**src/rtl/video_timing_pkg.sv**
```systemverilog
// Shared timing descriptors for the raster generator: standard mode sets,
// total-length helper and counter-width helper.
package video_timing_pkg;

    typedef struct packed {
        int unsigned active;
        int unsigned fp;
        int unsigned sync;
        int unsigned bp;
    } axis_timing_t;

    // Standard CEA/VESA modes, horizontal in clocks and vertical in lines
    localparam axis_timing_t T720P60_H  = '{active: 1280, fp: 110, sync: 40, bp: 220};
    localparam axis_timing_t T720P60_V  = '{active: 720,  fp: 5,   sync: 5,  bp: 20};
    localparam axis_timing_t T1080P60_H = '{active: 1920, fp: 88,  sync: 44, bp: 148};
    localparam axis_timing_t T1080P60_V = '{active: 1080, fp: 4,   sync: 5,  bp: 36};
    localparam axis_timing_t T480P_H    = '{active: 640,  fp: 16,  sync: 96, bp: 48};
    localparam axis_timing_t T480P_V    = '{active: 480,  fp: 10,  sync: 2,  bp: 33};

    function automatic int unsigned timing_total(input axis_timing_t t);
        return t.active + t.fp + t.sync + t.bp;
    endfunction

    function automatic int unsigned cnt_width(input int unsigned total);
        return (total > 1) ? $clog2(total) : 1;
    endfunction

endpackage

```
**src/rtl/timing_axis_counter.sv**
```systemverilog
// One raster axis: counts 0..MAX-1 while enabled and flags the wrap cycle,
// which is combinational so the next axis can advance on the same edge.
module timing_axis_counter #(
    parameter int unsigned MAX = 8,
    parameter int unsigned W   = 3
) (
    input  logic         clk,
    input  logic         reset_n,
    input  logic         en,
    output logic [W-1:0] cnt,
    output logic         wrap
);

    localparam logic [W-1:0] LAST = W'(MAX - 1);

    assign wrap = en && (cnt == LAST);

    always_ff @(posedge clk or negedge reset_n) begin
        if (!reset_n) begin
            cnt <= '0;
        end else if (wrap) begin
            cnt <= '0;
        end else if (en) begin
            cnt <= cnt + W'(1);
        end
    end

endmodule

```
**src/rtl/video_timing_gen.sv**
```systemverilog
// Raster timing source: h/v counters decoded into registered hs/vs/de strobes,
// frame/line markers and active-pixel coordinates, one clock behind the counters.
module video_timing_gen
    import video_timing_pkg::*;
#(
    parameter int unsigned H_ACTIVE = T720P60_H.active,
    parameter int unsigned H_FP     = T720P60_H.fp,
    parameter int unsigned H_SYNC   = T720P60_H.sync,
    parameter int unsigned H_BP     = T720P60_H.bp,
    parameter int unsigned V_ACTIVE = T720P60_V.active,
    parameter int unsigned V_FP     = T720P60_V.fp,
    parameter int unsigned V_SYNC   = T720P60_V.sync,
    parameter int unsigned V_BP     = T720P60_V.bp,
    parameter logic        HS_POL   = 1'b1,
    parameter logic        VS_POL   = 1'b1,
    localparam axis_timing_t H_TIMING = '{active: H_ACTIVE, fp: H_FP, sync: H_SYNC, bp: H_BP},
    localparam axis_timing_t V_TIMING = '{active: V_ACTIVE, fp: V_FP, sync: V_SYNC, bp: V_BP},
    localparam int unsigned H_TOTAL = timing_total(H_TIMING),
    localparam int unsigned V_TOTAL = timing_total(V_TIMING),
    localparam int unsigned HW      = cnt_width(H_TOTAL),
    localparam int unsigned VW      = cnt_width(V_TOTAL)
) (
    input  logic          clk,
    input  logic          reset_n,
    input  logic          en,
    output logic          hs_out,
    output logic          vs_out,
    output logic          de_out,
    output logic          sof_out,
    output logic          eol_out,
    output logic [HW-1:0] x_out,
    output logic [VW-1:0] y_out
);

    localparam int unsigned HS_START = H_ACTIVE + H_FP;
    localparam int unsigned HS_END   = HS_START + H_SYNC;
    localparam int unsigned VS_START = V_ACTIVE + V_FP;
    localparam int unsigned VS_END   = VS_START + V_SYNC;

    generate
        if (H_ACTIVE == 0 || H_SYNC == 0 || V_ACTIVE == 0 || V_SYNC == 0) begin : g_bad_timing
            $error("video_timing_gen: active and sync lengths must be non-zero");
        end
    endgenerate

    logic [HW-1:0] h_cnt;
    logic [VW-1:0] v_cnt;
    logic          h_wrap;
    logic          frame_wrap_unused;

    timing_axis_counter #(.MAX(H_TOTAL), .W(HW)) u_h_cnt (
        .clk     (clk),
        .reset_n (reset_n),
        .en      (en),
        .cnt     (h_cnt),
        .wrap    (h_wrap)
    );

    timing_axis_counter #(.MAX(V_TOTAL), .W(VW)) u_v_cnt (
        .clk     (clk),
        .reset_n (reset_n),
        .en      (en & h_wrap),
        .cnt     (v_cnt),
        .wrap    (frame_wrap_unused)
    );

    // Compare at 32 bits so window ends equal to the total do not truncate
    logic [31:0] h32;
    logic [31:0] v32;
    assign h32 = 32'(h_cnt);
    assign v32 = 32'(v_cnt);

    logic          hs_next, vs_next, de_next, sof_next, eol_next;
    logic [HW-1:0] x_next;
    logic [VW-1:0] y_next;

    always_comb begin
        de_next  = (h32 < H_ACTIVE) && (v32 < V_ACTIVE);
        hs_next  = ((h32 >= HS_START) && (h32 < HS_END)) ? HS_POL : ~HS_POL;
        vs_next  = ((v32 >= VS_START) && (v32 < VS_END)) ? VS_POL : ~VS_POL;
        sof_next = (h_cnt == '0) && (v_cnt == '0);
        eol_next = (h32 == H_ACTIVE - 1) && (v32 < V_ACTIVE);
        x_next   = de_next ? h_cnt : '0;
        y_next   = de_next ? v_cnt : '0;
    end

    logic          hs_reg, vs_reg, de_reg, sof_reg, eol_reg;
    logic [HW-1:0] x_reg;
    logic [VW-1:0] y_reg;

    // Outputs only move with the counters, so a stalled raster holds every strobe
    always_ff @(posedge clk or negedge reset_n) begin
        if (!reset_n) begin
            hs_reg  <= ~HS_POL;
            vs_reg  <= ~VS_POL;
            de_reg  <= 1'b0;
            sof_reg <= 1'b0;
            eol_reg <= 1'b0;
            x_reg   <= '0;
            y_reg   <= '0;
        end else if (en) begin
            hs_reg  <= hs_next;
            vs_reg  <= vs_next;
            de_reg  <= de_next;
            sof_reg <= sof_next;
            eol_reg <= eol_next;
            x_reg   <= x_next;
            y_reg   <= y_next;
        end
    end

    assign hs_out  = hs_reg;
    assign vs_out  = vs_reg;
    assign de_out  = de_reg;
    assign sof_out = sof_reg;
    assign eol_out = eol_reg;
    assign x_out   = x_reg;
    assign y_out   = y_reg;

endmodule

```
**config.mk**
```make
export PLATFORM = sky130hd
export DESIGN_NAME = video_timing_gen
export DESIGN_NICKNAME = d
export VERILOG_FILES = /design/src/rtl/video_timing_pkg.sv /design/src/rtl/timing_axis_counter.sv /design/src/rtl/video_timing_gen.sv
export SDC_FILE = /design/constraint.sdc
export NUM_CORES = 1
export LEC_CHECK = 0
export CORE_MARGIN = 3
export CORE_UTILIZATION = 59
export CTS_BUF_LIST = sky130_fd_sc_hd__clkbuf_16
export CTS_CLUSTER_DIAMETER = 200
export DETAILED_ROUTE_END_ITERATION = 10
export GPL_ROUTABILITY_DRIVEN = 1
export PLACE_DENSITY = 0.84
export SLEW_MARGIN = 10
export SYNTH_ARGS = -nofsm -noshare
export SYNTH_HDL_FRONTEND = slang
export SYNTH_SLANG_ARGS = --single-unit
```
**constraint.sdc**
```tcl
create_clock -name clk -period 4.34 [get_ports clk]
set_clock_uncertainty 0.05 [all_clocks]
set_input_delay 0.868 -clock clk [delete_from_list [all_inputs] [get_ports clk]]
set_output_delay 0.868 -clock clk [all_outputs]
set_load 0.01 [all_outputs]
```
==> flow_summary.json <==
{
  "overflow": 0,
  "fin_crit_sh": 0.5640,
  "cts_tree": "built",
  "max-slew-margin-rel": 0.3290,
  "numPortBuffers": 28,
  "synthCells": 204,
  "grt_max_degree": 48,
  "synth.most_common_cell": "dfrtp_1",
  "critPathTopFamily": "simple AND/OR/NAND/NOR gates",
  "grt_pass1_vias": 1665,
  "ys_async_sr_fraction": 1.000,
  "drcViolationCount": 0,
  "diodes": 0,
  "antenna_left": 0,
  "cp.depth": 5,
  "ys_seq_area_frac": 0.5151,
  "peakVddDrop_mv": 0.3435,
  "viasPerCell": 6.384,
  "powerDensity_nw_per_um2": 409.8,
  "insertion_delay_ns": 0.29,
  "clock-root-buffer": "clkbuf_16",
  "hpwlAfterDp_um": 3474,
  "hold_viol": 0,
  "row_count": 21,
  "path_class": "input pin to flop",
  "die_w_um": 68.21,
  "tns_ns": 0,
  "netlist.top_cell.by_area": "dfrtp_1",
  "cp.required_ns": 4.49,
  "nets": 234,
  "vias": 1730,
  "syn2layout_area_growth_pct": 16.55,
  "start_kind": "input pin",
  "setup_viol_count_final": 0,
  "synth_top_area_frac": 0.5151,
  "clk_pin_slew_ns": 0.06,
  "crit_chain": "clkdlybuf4s50_1 -> nor4b_4 -> and3_4 -> a41oi_1 -> a41oi_1",
  "drt_iter0_markers": 154,
  "cp_slowest_cell": "clkdlybuf4s50_1",
  "critPathMaxFanout": 12,
  "cpPeakStageDelay_ns": 0.68,
  "htree_levels": 2,
  "maxClockFrequency_ghz": 0.4085,
  "hold_path_depth": 1,
  "ys_warn_count": 0,
  "nFillCells": 225,
  "grt_usage": 0.2510,
  "reg2regPathDepth": 4,
  "start_util": 0.6485,
  "worst_setup_path_end_kind": "flop",
  "synth_nets": 214,
  "die_h_um": 68.21,
  "post-place-ws_ns": 1.603,
  "dr.pass1.iters": 4,
  "arrival_ns": 2.60,
  "place.gp.congestion": 0.8803,
  "ys_top_cells_by_area": "dfrtp_1 52%, a22o_1 7.7%, nand3_1 3.9%, ha_1 3.8%, o21ai_0 2.2%",
  "post_cts_resized": 0,
  "core_um2": 3521,
  "fp.dieArea_um2": 4653,
  "cts_setup_buffers": 0,
  "cts_hold_buf": 0,
  "synth_commonest_cells": "47 x dfrtp_1, 20 x a22o_1, 18 x nand3_1",
  "synth_seq_cells": 47,
  "cts_buffer_depth": 2,
  "numCtsBuffers": 5,
  "synth_area_um2": 2283,
  "layout_setup_ws_ns": 1.892,
  "rsz0062_at_grt": "no",
  "synthDistinctLibCells": 48,
  "ys.flop_type": "dfrtp_1",
  "grt_pass1_wl_um": 8487,
  "clock-sinks": 47,
  "antenna_found_initial": 0,
  "crit_top_cell": "a41oi_1",
  "leakagePower_nw": 1.204,
  "multi_input_area_um2": 980.9,
  "worst_pin_slew_ns": 1.006,
  "regArea_um2": 1176,
  "wl_per_cell_um": 18.83,
  "min_path_type": "flop to flop",
  "status": "completed",
  "syn_area_per_cell_um2": 11.19,
  "r2r_slack_ns": 2.17,
  "maxCapViolCount": 0,
  "drive_above_1_share": 0.06667,
  "post-route-min-period_ns": 2.448,
  "synth-edff-count": 0,
  "wl_um": 5103,
  "cp.buffers_inverters": 1,
  "io-pin-count": 29,
  "slew_violations": 0
}
[state kept, by name, summed over array words and instances, names as in the netlist]
register and flops:
x_out 11, hs_out 1, u_h_cnt.cnt 11, de_out 1
y_out 10, u_v_cnt.cnt 10, eol_out 1, vs_out 1
sof_out 1
[report_power, final]
group | leakage [nW] | total, mW | switching [mW] | internal [mW]
Sequential | 0.602 | 0.551 | 0.0685 | 0.483
Combinational | 0.531 | 0.173 | 0.0825 | 0.0905
Clock | 0.0710 | 0.367 | 0.157 | 0.210
[worst paths after layout]
path                                            start                          to
setup / recovery                                   en  u_v_cnt.cnt[7]$_DFFE_PN0P_
hold reg to reg                   eol_out$_DFFE_PN0P_         eol_out$_DFFE_PN0P_
min in group asynchronous                     reset_n          de_out$_DFFE_PN0P_
setup reg to reg           u_v_cnt.cnt[4]$_DFFE_PN0P_        x_out[5]$_DFFE_PN0P_
max in group asynchronous                     reset_n        x_out[1]$_DFFE_PN0P_
hold / removal                    eol_out$_DFFE_PN0P_         eol_out$_DFFE_PN0P_
[logic make-up (layout without fill, tap and decap cells)]
group                    Yosys count  after routing  share of synthesized area
AND/OR/NAND/NOR                   62             62                     0.1710
multiplexers                       1              1                   0.004384
adder cells (fa/ha/maj)            7              7                    0.03835
XOR/XNOR                           7              7                    0.02685
buffers and inverters             23             44                    0.05534
AO/OA/AOI/OAI                     57             57                     0.1891
flip-flops                        47             47                     0.5151
[final cells by class]
| type | count | area share |
|---|---|---|
| sequential | 47 | 0.4419 |
| multi-input combinational | 134 | 0.3686 |
| timing repair buffer | 28 | 0.1034 |
| clock buffer | 5 | 0.04701 |
| tap | 46 | 0.02163 |
| inverter | 8 | 0.01128 |
| clock inverter | 3 | 0.006112 |
[metrics by stage]
stage / instance area, um2 / instances / utilization / hold slack [ns] / total power, mW
6_report: 2661 / 271 / 0.7559 / 0.4404 / 1.091
5_1_grt: 2661 / 271 / 0.7559 / 0.4489 / 1.140
4_1_cts: 2661 / 271 / 0.7559 / 0.4377 / 1.095
3_5_place_dp: 2520 / 263 / 0.7157 / 0.4245 / 0.7308
3_3_place_gp: 2520 / 263 / 0.7157 / 0.4147 / 0.7193
2_1_floorplan: 2283 / 204 / - / 0.4683 / 0.6599
[metal layers]
metal,routed length (um),part of all wire,GRT usage
met5,0,0,0
met3,246,0.048,0.04433
met2,2493,0.49,0.4055
met1,2287,0.45,0.3409
met4,76,0.015,0.08685
[cells in the final DEF, fill, tap and decap left out, types with 2 or more instances in the layout]
master / instances
xor2_1: 3
and4_1: 5
a22o_1: 20
a41oi_1: 3
nand4_1: 3
nand2_1: 8
nand2b_1: 2
nor2_1: 5
nand3_1: 18
and2_1: 2
clkdlybuf4s50_1: 27
nor4b_1: 2
ha_1: 7
a31o_2: 2
inv_1: 8
a21o_1: 4
a31oi_1: 3
dfrtp_1: 47
o2bb2ai_1: 3
nor3_1: 3
a21oi_1: 2
o21ai_0: 10
clkbuf_16: 5
and3_1: 5
o31ai_1: 3
xnor2_1: 4
No activity file was read; power rests on OpenSTA's default activity.
